==> config.mk <==
export PLATFORM = sky130hd
export DESIGN_NAME = aes_sbox_arbiter
export DESIGN_NICKNAME = d
export VERILOG_FILES = /design/src/rtl/aes_sbox_arbiter.sv
export SDC_FILE = /design/constraint.sdc
export NUM_CORES = 1
export LEC_CHECK = 0
export ABC_AREA = 0
export BUFFER_PORTS_ARGS = -buffer_cell sky130_fd_sc_hd__clkbuf_2
export CAP_MARGIN = 20
export CORE_ASPECT_RATIO = 1.1
export CORE_MARGIN = 5
export CORE_UTILIZATION = 30
export CTS_CLUSTER_SIZE = 12
export DETAILED_ROUTE_END_ITERATION = 8
export PLACE_DENSITY_LB_ADDON = 0.2
export REMOVE_ABC_BUFFERS = 1
export SLEW_MARGIN = 0
export SYNTH_ARGS = -nofsm -noshare
export SYNTH_HDL_FRONTEND = slang
export SYNTH_SLANG_ARGS = --single-unit
==> constraint.sdc <==
create_clock -name clk -period 2.45 [get_ports clk]
set_input_delay 0.49 -clock clk [delete_from_list [all_inputs] [get_ports clk]]
set_output_delay 0.49 -clock clk [all_outputs]
set_load 0.02 [all_outputs]
==> src/rtl/aes_sbox_arbiter.sv <==
// Arbitrates one shared S-box ROM between the round datapath (port 0, long bursts)
// and the key expansion (port 1, short bursts), then routes each returned byte to its owner.
module aes_sbox_arbiter #(
    parameter int BURST0  = 16,
    parameter int BURST1  = 4,
    parameter int ROM_LAT = 1
) (
    input  logic       clk,
    input  logic       resetn,
    input  logic       req0,
    input  logic [7:0] addr0,
    output logic       gnt0,
    output logic       rvalid0,
    output logic [7:0] rdata0,
    input  logic       req1,
    input  logic [7:0] addr1,
    output logic       gnt1,
    output logic       rvalid1,
    output logic [7:0] rdata1,
    output logic [7:0] rom_addr,
    input  logic [7:0] rom_data,
    output logic       busy,
    output logic       abort
);

    typedef enum logic [1:0] {
        IDLE = 2'd0,
        OWN0 = 2'd1,
        OWN1 = 2'd2
    } state_t;

    localparam logic [4:0] LAST0 = 5'(BURST0 - 1);
    localparam logic [4:0] LAST1 = 5'(BURST1 - 1);

    state_t             state_r;
    logic [4:0]         beat_cnt_r;
    logic               last_owner_r;
    logic               busy_r;
    logic               abort_r;
    logic [ROM_LAT-1:0] tag_valid_r;
    logic [ROM_LAT-1:0] tag_owner_r;

    logic       gnt0_s;
    logic       gnt1_s;
    logic [7:0] rom_addr_s;
    logic       own_req_s;
    logic       own_id_s;
    logic       burst_last_s;
    state_t     arb_idle_s;
    state_t     arb_end_s;
    logic       tail_valid_s;
    logic       tail_owner_s;
    logic       rvalid0_s;
    logic       rvalid1_s;
    logic [7:0] rdata0_s;
    logic [7:0] rdata1_s;

    // Ties go to the requester that did not own the previous burst.
    function automatic state_t arbitrate(input logic r0, input logic r1, input logic last_owner);
        state_t winner;
        if (r0 && r1) begin
            winner = last_owner ? OWN0 : OWN1;
        end else if (r0) begin
            winner = OWN0;
        end else if (r1) begin
            winner = OWN1;
        end else begin
            winner = IDLE;
        end
        return winner;
    endfunction

    // Grant, ROM address mux and current-owner decode.
    always_comb begin
        gnt0_s       = 1'b0;
        gnt1_s       = 1'b0;
        rom_addr_s   = 8'h00;
        own_req_s    = 1'b0;
        own_id_s     = 1'b0;
        burst_last_s = 1'b0;
        case (state_r)
            OWN0: begin
                gnt0_s       = req0;
                rom_addr_s   = addr0;
                own_req_s    = req0;
                own_id_s     = 1'b0;
                burst_last_s = (beat_cnt_r == LAST0);
            end
            OWN1: begin
                gnt1_s       = req1;
                rom_addr_s   = addr1;
                own_req_s    = req1;
                own_id_s     = 1'b1;
                burst_last_s = (beat_cnt_r == LAST1);
            end
            default: begin
                gnt0_s     = 1'b0;
                gnt1_s     = 1'b0;
                rom_addr_s = 8'h00;
            end
        endcase
        arb_idle_s = arbitrate(req0, req1, last_owner_r);
        arb_end_s  = arbitrate(req0, req1, own_id_s);
    end

    // Ownership FSM: burst locking, beat counting, round-robin handover and abort detection.
    always_ff @(posedge clk or negedge resetn) begin
        if (!resetn) begin
            state_r      <= IDLE;
            beat_cnt_r   <= 5'd0;
            last_owner_r <= 1'b1;
            busy_r       <= 1'b0;
            abort_r      <= 1'b0;
        end else begin
            abort_r <= 1'b0;
            case (state_r)
                IDLE: begin
                    state_r    <= arb_idle_s;
                    busy_r     <= (arb_idle_s != IDLE);
                    beat_cnt_r <= 5'd0;
                end
                OWN0, OWN1: begin
                    if (own_req_s) begin
                        if (burst_last_s) begin
                            beat_cnt_r   <= 5'd0;
                            last_owner_r <= own_id_s;
                            state_r      <= arb_end_s;
                            busy_r       <= (arb_end_s != IDLE);
                        end else begin
                            beat_cnt_r <= beat_cnt_r + 5'd1;
                        end
                    end else begin
                        // A dropped req after at least one beat is an abort; before any beat it is a quiet release.
                        state_r    <= IDLE;
                        busy_r     <= 1'b0;
                        beat_cnt_r <= 5'd0;
                        if (beat_cnt_r != 5'd0) begin
                            abort_r      <= 1'b1;
                            last_owner_r <= own_id_s;
                        end
                    end
                end
                default: begin
                    state_r    <= IDLE;
                    busy_r     <= 1'b0;
                    beat_cnt_r <= 5'd0;
                end
            endcase
        end
    end

    // Tag pipeline tracks which owner each in-flight ROM read belongs to.
    always_ff @(posedge clk or negedge resetn) begin
        if (!resetn) begin
            tag_valid_r <= '0;
            tag_owner_r <= '0;
        end else begin
            tag_valid_r[0] <= gnt0_s | gnt1_s;
            tag_owner_r[0] <= gnt1_s;
            for (int i = 1; i < ROM_LAT; i++) begin
                tag_valid_r[i] <= tag_valid_r[i-1];
                tag_owner_r[i] <= tag_owner_r[i-1];
            end
        end
    end

    // Return routing: only the owning port sees ROM data, the other stays at zero.
    always_comb begin
        tail_valid_s = tag_valid_r[ROM_LAT-1];
        tail_owner_s = tag_owner_r[ROM_LAT-1];
        rvalid0_s    = tail_valid_s & ~tail_owner_s;
        rvalid1_s    = tail_valid_s & tail_owner_s;
        if (rvalid0_s) begin
            rdata0_s = rom_data;
        end else begin
            rdata0_s = 8'h00;
        end
        if (rvalid1_s) begin
            rdata1_s = rom_data;
        end else begin
            rdata1_s = 8'h00;
        end
    end

    assign gnt0     = gnt0_s;
    assign gnt1     = gnt1_s;
    assign rom_addr = rom_addr_s;
    assign rvalid0  = rvalid0_s;
    assign rvalid1  = rvalid1_s;
    assign rdata0   = rdata0_s;
    assign rdata1   = rdata1_s;
    assign busy     = busy_r;
    assign abort    = abort_r;

endmodule

==> run metrics, run 1 <==
result of the run finished clean; diode insertion count for antenna repair 0; number of global-route vias before repair 916; largest net degree at the start of global routing 13; number of resized instances in the post-cts repair step 0; fmax 465 MHz; nature of the critical path endpoint output port; commonest cells in the synthesized netlist sky130_fd_sc_hd__dfrtp_1 (11), sky130_fd_sc_hd__nor2b_1 (10), sky130_fd_sc_hd__and2_1 (9), sky130_fd_sc_hd__and3_1 (9), sky130_fd_sc_hd__a22oi_1 (8); Site Rows 21; overall die height 69.3 µm; family with the most delay on the worst path flip-flops; area share of the leading cell type in the synthesized netlist 0.287; number of flops mapped to enable cells by yosys 0; proportion of layout cells with a drive suffix above 1 0.448; count of routing violations after the opening detailed-route iteration 30; static leakage 0.702 nW; sum of net half-perimeters after detailed placement between 2 and 2.5 mm; core occupancy in the finished layout 0.418; fin crit share 0.878; number of library cell types mapped by synthesis 32; final routed DRC violation total 0; number of buffers inserted for hold repair after clock tree synthesis 0; worst skew pair latency 0.28 ns; I/O Buffers 57; remaining number of nets flagged by the antenna check after routing 0; cell chosen for the clock root sky130_fd_sc_hd__clkbuf_4; count of final hold-check violations 0; worst setup path class flip-flop to output port; count of pins over their slew limit 0; Synth async-reset ratio 1.00; number of buffers and inverters on the critical path 2; Area Overhead vs Synth 34.0%; worst-case vdd ir drop 0.510 mV; number of vias in the routed layout 938; total non-filler cell area in the finished layout 0.00129 mm²; post-layout net count a little under 200; count of pins on the block boundary between 50 and 60; startpoint kind of the worst setup timing path flip-flop; total power of the final layout 1.23 mW; leading cell types by total area after synthesis sky130_fd_sc_hd__dfrtp_1 (29%), sky130_fd_sc_hd__ha_1 (9.1%), sky130_fd_sc_hd__nor2b_1 (6.5%); antenna violations before repair 0; count of endpoints failing setup in the final report 0; per-cell via count in the routed design 4.76; headroom to the max-slew limit 0.710; total of max-cap violations 0; number of synthesis warnings 0; depth of the CTS H-tree 1; register clock-pin slew on the reported worst setup and hold paths 0.08 ns; CTS buffer count 3; number of sinks on the clock net 12; RePlAce Congestion 0.813; Cell Area, Placed between 0.001 and 0.0015 mm²; dominant cell by count in the synthesized netlist sky130_fd_sc_hd__dfrtp_1; largest stage delay on the critical path 0.42 ns; Crit-path slowest cell sky130_fd_sc_hd__dfrtp_1; final global-route overflow total 0; maximum fanout count along the critical path 10; combined global-route utilization of all metal layers 0.106; Gate Count Post-Synth between 100 and 150; cell area after synthesis approximately 960 µm²; Seq/Total Area, Yosys 0.314; cells along the critical path inv_1 > ha_1 > a22oi_1 > nor2b_1 > clkbuf_2; setup repair after global routing missed its margin no; CTS tree done; total placed cells including tap cells 193; worst-case clock buffer depth 2; CP arrival 1.66 ns; Routed wire per std cell 12.2 µm; P per Cell Area 959 mW/mm²; final-layout setup total negative slack 0 ns; Die X-Extent 63.9 µm; kind of path behind the tightest hold check primary input to asynchronous set/reset pin; Core ar. between 0.003 and 0.004 mm²; syn_area_per_cell 8.97 µm²; count of buffers added by post-CTS timing repair for setup 0; final clock skew 0.00437 ns; worst slew pin tran 0.435 ns; final non-filler cell total around 200; number of iterations in the first detailed-routing pass 4; starting density of the core 0.312; global-route wire length before repair 3.95 mm; data required time at the worst endpoint 1.96 ns; most used flip-flop cell after synthesis sky130_fd_sc_hd__dfrtp_1; top cell type by total area after synthesis sky130_fd_sc_hd__dfrtp_1; Total Die Area 0.00443 mm²; register bit total from synthesis 12; Tmin final 2.15 ns; post-detailed-routing wire length 2.40 mm
## metrics by stage
stage          setup slack [ns]  hold slack, ns
2_1_floorplan             0.617           0.194
3_3_place_gp              0.495           0.391
3_5_place_dp              0.430           0.393
4_1_cts                   0.288          0.0868
5_1_grt                   0.134           0.102
6_report                  0.300          0.0810
## cell families after synthesis
logic type,after synthesis,synth area share
AO/OA/AOI/OAI,18,0.143
multiplexers,2,0.0261
buffers and inverters,12,0.0665
AND/OR/NAND/NOR,53,0.331
flip-flops,12,0.314
XOR/XNOR,3,0.0274
adder cells (fa/ha/maj),7,0.0913
## where the power goes
group / switching [mW] / internal [mW]
clock: 0.0692 / 0.0904
sequential: 0.0561 / 0.255
combinational: 0.439 / 0.323
total: 0.565 / 0.669
## placed cells by master, fill, tap and decap left out, drive strengths merged
| master | Yosys | layout |
|---|---|---|
| dfrtp | 11 | 11 |
| or2 | 1 | 1 |
| nor2 | 8 | 8 |
| and3 | 9 | 9 |
| nor2b | 10 | 10 |
| mux2 | 1 | 1 |
| nand2b | 2 | 2 |
| inv | 7 | 7 |
| nand3b | 3 | 3 |
| a22oi | 8 | 8 |
| or3b | 1 | 1 |
| xnor2 | 1 | 1 |
| mux2i | 1 | 1 |
| a21oi | 5 | 5 |
| clkbuf | 2 | 61 |
| nand2 | 4 | 4 |
| dfstp | 1 | 1 |
| nand3 | 3 | 3 |
| o21ai | 2 | 2 |
| o21bai | 1 | 1 |
| ha | 7 | 7 |
| and2 | 11 | 11 |
| o22a | 2 | 2 |
| xor2 | 2 | 2 |
| or4b | 1 | 1 |
## flip-flops by register name (all words and copies together) (netlist names)
name,count
state_r,2
beat_cnt_r,5
busy,1
tag_owner_r,1
last_owner_r,1
tag_valid_r,1
abort,1
## cell type report
class                           instances  area (µm²)
Clock buffer                            4        36.3
Fill cell                             314        1790
Inverter                                7        26.3
Multi-Input combinational cell         83         594
Sequential cell                        12         302
Tap cell                               34        42.5
Timing Repair Buffer                   57         285
## metal layers
layer | vias up | routed length [µm] | track usage
met5 | - | 0 | 0
met4 | 0 | 6 | 0.0162
met3 | 2 | 174 | 0.0421
met2 | 24 | 1250 | 0.183
met1 | 436 | 966 | 0.124
li1 | 476 | - | -
## final timing paths
path	from	to	slack (ns)	cells past startpoint
worst max-delay path	state_r[0]	rom_addr[4]	0.30	5
worst min register to register	beat_cnt_r[0]	beat_cnt_r[0]	0.50	1
max in group asynchronous	resetn	last_owner_r	2.09	1
worst max register to register	state_r[0]	state_r[1]	0.38	6
min in group clk	beat_cnt_r[0]	beat_cnt_r[0]	0.50	1
worst min-delay path	resetn	state_r[0]	0.08	1
Note: power is estimated with default switching activity, not from simulation.
==> inputs of run 2 (changes only) <==
Settings changed: CTS_BUF_LIST from default to sky130_fd_sc_hd__clkbuf_8 sky130_fd_sc_hd__clkbuf_16, CTS_CLUSTER_DIAMETER from default to 120.
==> run metrics, run 2 (synthesis gave the netlist of run 1 again) <==
result of the run finished clean (unchanged); Biggest register beat_cnt_r (unchanged); startpoint kind of the worst setup timing path flip-flop (unchanged); crit path launch state_r[0] (unchanged); largest registers beat_cnt_r x5, state_r x2 (unchanged); leading cell type in the layout, fill and taps excluded sky130_fd_sc_hd__clkbuf_2 (unchanged); CTS buffer count 3 (unchanged); FF-to-FF End state_r[1] (unchanged); worst slew pin tran 0.435 ns (about the same); total of max-cap violations 0 (unchanged); count of final hold-check violations 0 (unchanged); overall die height 69.3 µm (unchanged); pre-CTS WS 0.430 ns (unchanged); startpoint of the lowest-slack register-to-register path state_r[0] (unchanged); max reg flops 5 (unchanged); combined global-route utilization of all metal layers 0.107 (was 0.106); Area Overhead vs Synth 36.0% (was 34.0%); number of global-route vias before repair 911 (was 916); headroom to the max-slew limit 0.710 (about the same); Core ar. 0.00307 mm² (unchanged); fraction of power consumed by the clock network 0.169 (was 0.129); nature of the critical path endpoint output port (unchanged); largest net degree at the start of global routing 13 (unchanged); worst skew pair latency 0.24 ns (was 0.28 ns); CTS tree done (unchanged); post-detailed-routing wire length 2.41 mm (was 2.40 mm); remaining number of nets flagged by the antenna check after routing 0 (unchanged); starting density of the core 0.312 (unchanged); fmax 471 MHz (was 465 MHz); P per Cell Area 992 mW/mm² (was 959 mW/mm²); number of buffers and inverters on the critical path 2 (unchanged); combinational fraction of design power 0.590 (was 0.618); CP arrival 1.64 ns (was 1.66 ns); worst-case hold slack 0.121 ns (was 0.0810 ns); Site Rows 21 (unchanged); Tmin final 2.13 ns (was 2.15 ns); antenna violations before repair 0 (unchanged); Routed wire per std cell 12.2 µm (about the same); worst setup path class flip-flop to output port (unchanged); internal power consumption 0.722 mW (was 0.669 mW); proportion of total power due to net switching 0.443 (was 0.458); number of resized instances in the post-cts repair step 0 (unchanged); count of pins over their slew limit 0 (unchanged); most frequent cells in the layout sky130_fd_sc_hd__clkbuf_2 (57), sky130_fd_sc_hd__dfrtp_1 (11), sky130_fd_sc_hd__nor2b_1 (10) (unchanged); global-route wire length before repair 3.97 mm (was 3.95 mm); worst-case vdd ir drop 0.515 mV (was 0.510 mV); logic depth of the worst path, buffers included 5 (unchanged); CP Capture Point rom_addr[4] (unchanged); final-layout setup total negative slack 0 ns (unchanged); number of vias in the routed layout 933 (was 938); maximum fanout count along the critical path 10 (unchanged); total power of the final layout 1.29 mW (was 1.23 mW); worst reg-to-reg setup slack 0.38 ns (about the same); number of sinks on the clock net 12 (unchanged); per-cell via count in the routed design 4.74 (was 4.76); number of buffers inserted for hold repair after clock tree synthesis 0 (unchanged); fin crit share 0.867 (was 0.878); share of total power in sequential cells 0.241 (was 0.252); I/O Buffers 57 (unchanged); static leakage 0.710 nW (was 0.702 nW); setup ws final 0.325 ns (was 0.300 ns); proportion of layout cells with a drive suffix above 1 0.448 (unchanged); post-layout net count 199 (unchanged); worst-case clock buffer depth 2 (unchanged); register clock-pin slew on the reported worst setup and hold paths 0.05 ns (was 0.08 ns); Die X-Extent 63.9 µm (unchanged); count of buffers added by post-CTS timing repair for setup 0 (unchanged); number of iterations in the first detailed-routing pass 4 (unchanged); diode insertion count for antenna repair 0 (unchanged); count of endpoints failing setup in the final report 0 (unchanged); Total Die Area 0.00443 mm² (unchanged); kind of path behind the tightest hold check primary input to asynchronous set/reset pin (unchanged); final global-route overflow total 0 (unchanged); cell chosen for the clock root sky130_fd_sc_hd__clkbuf_8 (was sky130_fd_sc_hd__clkbuf_4); sum of net half-perimeters after detailed placement 2.01 mm (unchanged); final clock skew 0.00284 ns (was 0.00437 ns); Crit-path slowest cell sky130_fd_sc_hd__dfrtp_1 (unchanged); count of pins on the block boundary 58 (unchanged); count of routing violations after the opening detailed-route iteration 31 (was 30); setup repair after global routing missed its margin no (unchanged); RePlAce Congestion 0.813 (unchanged); cells along the critical path inv_1 > ha_1 > a22oi_1 > nor2b_1 > clkbuf_2 (unchanged); data required time at the worst endpoint 1.96 ns (about the same); family with the most delay on the worst path flip-flops (unchanged); final routed DRC violation total 0 (unchanged); largest stage delay on the critical path 0.42 ns (about the same); core occupancy in the finished layout 0.425 (was 0.418); depth of the CTS H-tree 1 (unchanged); Worst Reg2Reg Path Length in Cells 6 (unchanged); net switching power 0.573 mW (was 0.565 mW)
==> run 2: layer usage <==
metal	global-route usage	routed length, µm
met3	0.0421	170
met2	0.183	1250
met4	0.0231	13
met1	0.124	976
met5	0	0
==> run 2: area by class of cell <==
| type | count | area [µm²] |
|---|---|---|
| clock buffers | 4 | 55.1 |
| fillers | 308 | 1770 |
| inverters | 7 | 26.3 |
| multi-input cells | 83 | 594 |
| flip-flops and latches | 12 | 302 |
| well taps | 34 | 42.5 |
| repair buffers | 57 | 285 |
==> run 2: power by group through the flow <==
| stage | clock network, mW | logic, mW | registers [mW] |
|---|---|---|---|
| final | 0.219 | 0.764 | 0.313 |
| after global routing | 0.236 | 0.840 | 0.324 |
| after CTS | 0.224 | 0.770 | 0.313 |
| after detailed placement | 0 | 0.767 | 0.316 |
| after global placement | 0 | 0.754 | 0.311 |
| after floorplan | 0 | 0.539 | 0.313 |
==> run 2: per-stage QoR <==
step	cell area, µm²	std cells
global route	1310	197
detailed placement	1250	193
CTS	1310	197
global placement	1250	193
finish	1310	197
floorplan	922	102
==> run 2: worst min path at each step <==
stage / start / to / cells after the start
after global routing: resetn / beat_cnt_r[1] / 1
after detailed placement: resetn / beat_cnt_r[2] / 1
final: resetn / tag_valid_r / 1
after global placement: resetn / beat_cnt_r[0] / 1
after CTS: resetn / beat_cnt_r[2] / 1
after floorplan: resetn / abort / 0
==> run 2: worst reg2reg max path, stage by stage (launching register included) <==
cell                      delay, ns
sky130_fd_sc_hd__dfrtp_1       0.42
sky130_fd_sc_hd__inv_1         0.12
sky130_fd_sc_hd__ha_1          0.39
sky130_fd_sc_hd__or3b_4        0.44
sky130_fd_sc_hd__a21oi_4       0.19
sky130_fd_sc_hd__or2_1         0.27
sky130_fd_sc_hd__o22a_2        0.18
==> inputs of run 3 (changes only) <==
Settings changed: ABC_AREA 0 to 1.
==> run metrics, run 3 <==
result of the run finished clean (unchanged); fill cell total of the finished layout 333 (was 308); count of routing violations after the opening detailed-route iteration 39 (was 31); Area Overhead vs Synth 38.1% (was 36.0%); cell chosen for the clock root sky130_fd_sc_hd__clkbuf_8 (unchanged); setup repair after global routing missed its margin no (unchanged); worst setup path class flip-flop to output port (unchanged); most frequent cells in the layout sky130_fd_sc_hd__clkbuf_2 (57), sky130_fd_sc_hd__nand2_1 (32), sky130_fd_sc_hd__nor2_1 (28) (was sky130_fd_sc_hd__clkbuf_2 (57), sky130_fd_sc_hd__dfrtp_1 (11), sky130_fd_sc_hd__nor2b_1 (10)); worst-case clock buffer depth 2 (unchanged); register clock-pin slew on the reported worst setup and hold paths 0.05 ns (about the same); Seq/Total Area, Yosys 0.316 (was 0.314); Tmin final 2.14 ns (was 2.13 ns); count of pins on the block boundary 58 (unchanged); startpoint of the lowest-slack register-to-register path state_r[0] (unchanged); count of pins over their slew limit 0 (unchanged); fin crit share 0.875 (was 0.867); area share of the leading cell type in the synthesized netlist 0.288 (was 0.287); register bit total from synthesis 12 (unchanged); CP arrival 1.65 ns (was 1.64 ns); total area of multi-input combinational cells 528 µm² (was 594 µm²); number of resized instances in the post-cts repair step 0 (unchanged); number of sinks on the clock net 12 (unchanged); number of flops mapped to enable cells by yosys 0 (unchanged); Biggest register beat_cnt_r (unchanged); number of iterations in the first detailed-routing pass 4 (unchanged); CTS tree done (unchanged); cell area after synthesis 955 µm² (was 960 µm²); Gate Count Post-Synth 143 (was 107); Total Die Area 0.00441 mm² (was 0.00443 mm²); top cell type by total area after synthesis sky130_fd_sc_hd__dfrtp_1 (unchanged); antenna violations before repair 0 (unchanged); Site Rows 21 (unchanged); family with the most delay on the worst path buffers and inverters (was flip-flops); Core ar. 0.00305 mm² (was 0.00307 mm²); P per Cell Area 870 mW/mm² (was 992 mW/mm²); total area of sequential cells 302 µm² (unchanged); syn_area_per_cell 6.68 µm² (was 8.97 µm²); post-layout net count 238 (was 199); number of synthesis warnings 0 (unchanged); sum of net half-perimeters after detailed placement 2.00 mm (was 2.01 mm); maximum fanout count along the critical path 8 (was 10); number of global-route vias before repair 870 (was 911); final-layout setup total negative slack 0 ns (unchanged); global-route wire length before repair 3.86 mm (was 3.97 mm); fmax 466 MHz (was 471 MHz); cells along the critical path inv_1 > ha_1 > inv_1 > a21oi_1 > clkbuf_2 (was inv_1 > ha_1 > a22oi_1 > nor2b_1 > clkbuf_2); worst skew pair latency 0.24 ns (about the same); post-detailed-routing wire length 2.38 mm (was 2.41 mm); Synth async-reset ratio 1.00 (unchanged); CTS buffer count 3 (unchanged); per-cell via count in the routed design 4.37 (was 4.74); largest net degree at the start of global routing 13 (unchanged); starting density of the core 0.313 (was 0.312); largest stage delay on the critical path 0.41 ns (was 0.42 ns); worst slew pin tran 0.337 ns (was 0.435 ns); logic depth of the worst path, buffers included 5 (unchanged); diode insertion count for antenna repair 0 (unchanged); remaining number of nets flagged by the antenna check after routing 0 (unchanged); final clock skew 0.00357 ns (was 0.00284 ns); nature of the critical path endpoint output port (unchanged); most used cell, CP sky130_fd_sc_hd__inv_1; leading cell type in the layout, fill and taps excluded sky130_fd_sc_hd__clkbuf_2 (unchanged); commonest cells in the synthesized netlist sky130_fd_sc_hd__nand2_1 (32), sky130_fd_sc_hd__nor2_1 (28), sky130_fd_sc_hd__inv_1 (26) (was sky130_fd_sc_hd__dfrtp_1 (11), sky130_fd_sc_hd__nor2b_1 (10), sky130_fd_sc_hd__and2_1 (9), sky130_fd_sc_hd__and3_1 (9), sky130_fd_sc_hd__a22oi_1 (8)); worst-case vdd ir drop 0.455 mV (was 0.515 mV); overall die height 69.2 µm (was 69.3 µm); RePlAce Congestion 0.804 (was 0.813); depth of the CTS H-tree 1 (unchanged); proportion of layout cells with a drive suffix above 1 0.342 (was 0.448); headroom to the max-slew limit 0.775 (was 0.710); final global-route overflow total 0 (unchanged); number of buffers and inverters on the critical path 3 (was 2); total power of the final layout 1.15 mW (was 1.29 mW); total of max-cap violations 0 (unchanged); final routed DRC violation total 0 (unchanged); I/O Buffers 57 (unchanged); count of buffers added by post-CTS timing repair for setup 0 (unchanged); combined global-route utilization of all metal layers 0.105 (was 0.107); max reg flops 5 (unchanged); kind of path behind the tightest hold check primary input to asynchronous set/reset pin (unchanged); dominant cell by count in the synthesized netlist sky130_fd_sc_hd__nand2_1 (was sky130_fd_sc_hd__dfrtp_1); number of library cell types mapped by synthesis 18 (was 32); Crit-path slowest cell sky130_fd_sc_hd__ha_1 (was sky130_fd_sc_hd__dfrtp_1); count of endpoints failing setup in the final report 0 (unchanged); most used flip-flop cell after synthesis sky130_fd_sc_hd__dfrtp_1 (unchanged); number of vias in the routed layout 1,031 (was 933); leading cell types by total area after synthesis sky130_fd_sc_hd__dfrtp_1 (29%), sky130_fd_sc_hd__nand2_1 (13%), sky130_fd_sc_hd__nor2_1 (11%) (was sky130_fd_sc_hd__dfrtp_1 (29%), sky130_fd_sc_hd__ha_1 (9.1%), sky130_fd_sc_hd__nor2b_1 (6.5%)); data required time at the worst endpoint 1.96 ns (about the same); number of buffers inserted for hold repair after clock tree synthesis 0 (unchanged); crit path launch state_r[0] (unchanged); Routed wire per std cell 10.1 µm (was 12.2 µm); startpoint kind of the worst setup timing path flip-flop (unchanged); worst reg-to-reg setup slack 0.84 ns (was 0.38 ns); Worst Reg2Reg Path Length in Cells 8 (was 6); Die X-Extent 63.8 µm (was 63.9 µm); largest registers beat_cnt_r x5, state_r x2 (unchanged); static leakage 0.801 nW (was 0.710 nW); count of final hold-check violations 0 (unchanged)
-- run 3: changes by cell type in the layout (fill, tap and decap cells not counted), moves of 9 or more --
| cell | previous run | this run |
|---|---|---|
| sky130_fd_sc_hd__nand2_1 | 3 | 32 |
| sky130_fd_sc_hd__and2_1 | 9 | 0 |
| sky130_fd_sc_hd__nor2_1 | 7 | 28 |
| sky130_fd_sc_hd__inv_1 | 6 | 26 |
| sky130_fd_sc_hd__and3_1 | 9 | 0 |
| sky130_fd_sc_hd__nor2b_1 | 10 | 0 |
-- run 3: final cells by class --
type	count	area share
repair buffers	57	0.216
flip-flops and latches	12	0.229
multi-input cells	102	0.400
well taps	34	0.0323
clock buffers	4	0.0417
inverters	27	0.0806
-- run 3: path summary, 6_finish.rpt --
check                                     end
worst max-delay path              rom_addr[1]
worst min-delay path            beat_cnt_r[4]
worst max register to register     state_r[1]
worst min register to register  beat_cnt_r[0]
max in group asynchronous        last_owner_r
min in group clk                beat_cnt_r[0]
-- run 3: metrics by stage --
step                      utilization  hold slack [ns]  setup WS, ns  cell area [µm²]  instances
after global placement          0.415            0.391         0.619             1260        232
after global routing            0.433            0.138         0.136             1320        236
after detailed placement        0.415            0.392         0.532             1260        232
after CTS                       0.433            0.129         0.278             1320        236
after floorplan                     -            0.194         0.647              936        141
final                           0.433            0.122         0.305             1320        236
-- run 3: layer usage --
metal | wire length (µm) | part of all wire | GRT usage
met1 | 972 | 0.41 | 0.132
met2 | 1140 | 0.48 | 0.163
met3 | 218 | 0.092 | 0.0292
met4 | 50 | 0.021 | 0.0485
met5 | 0 | 0 | 0
-- run 3: power by group --
| group | switching, mW | total, mW | internal, mW |
|---|---|---|---|
| logic | 0.436 | 0.643 | 0.207 |
| clock network | 0.0716 | 0.213 | 0.142 |
| registers | 0.0386 | 0.291 | 0.253 |
| total | 0.546 | 1.15 | 0.602 |
-- run 3: logic make-up (layout without fill, tap and decap cells) --
family                   Yosys count  count (layout)  share of synthesized area
AO/OA/AOI/OAI                     14              14                     0.0734
adder cells (fa/ha/maj)            7               7                     0.0917
XOR/XNOR                           3               3                     0.0275
buffers and inverters             29              88                      0.131
flip-flops                        12              12                      0.316
AND/OR/NAND/NOR                   78              78                      0.360
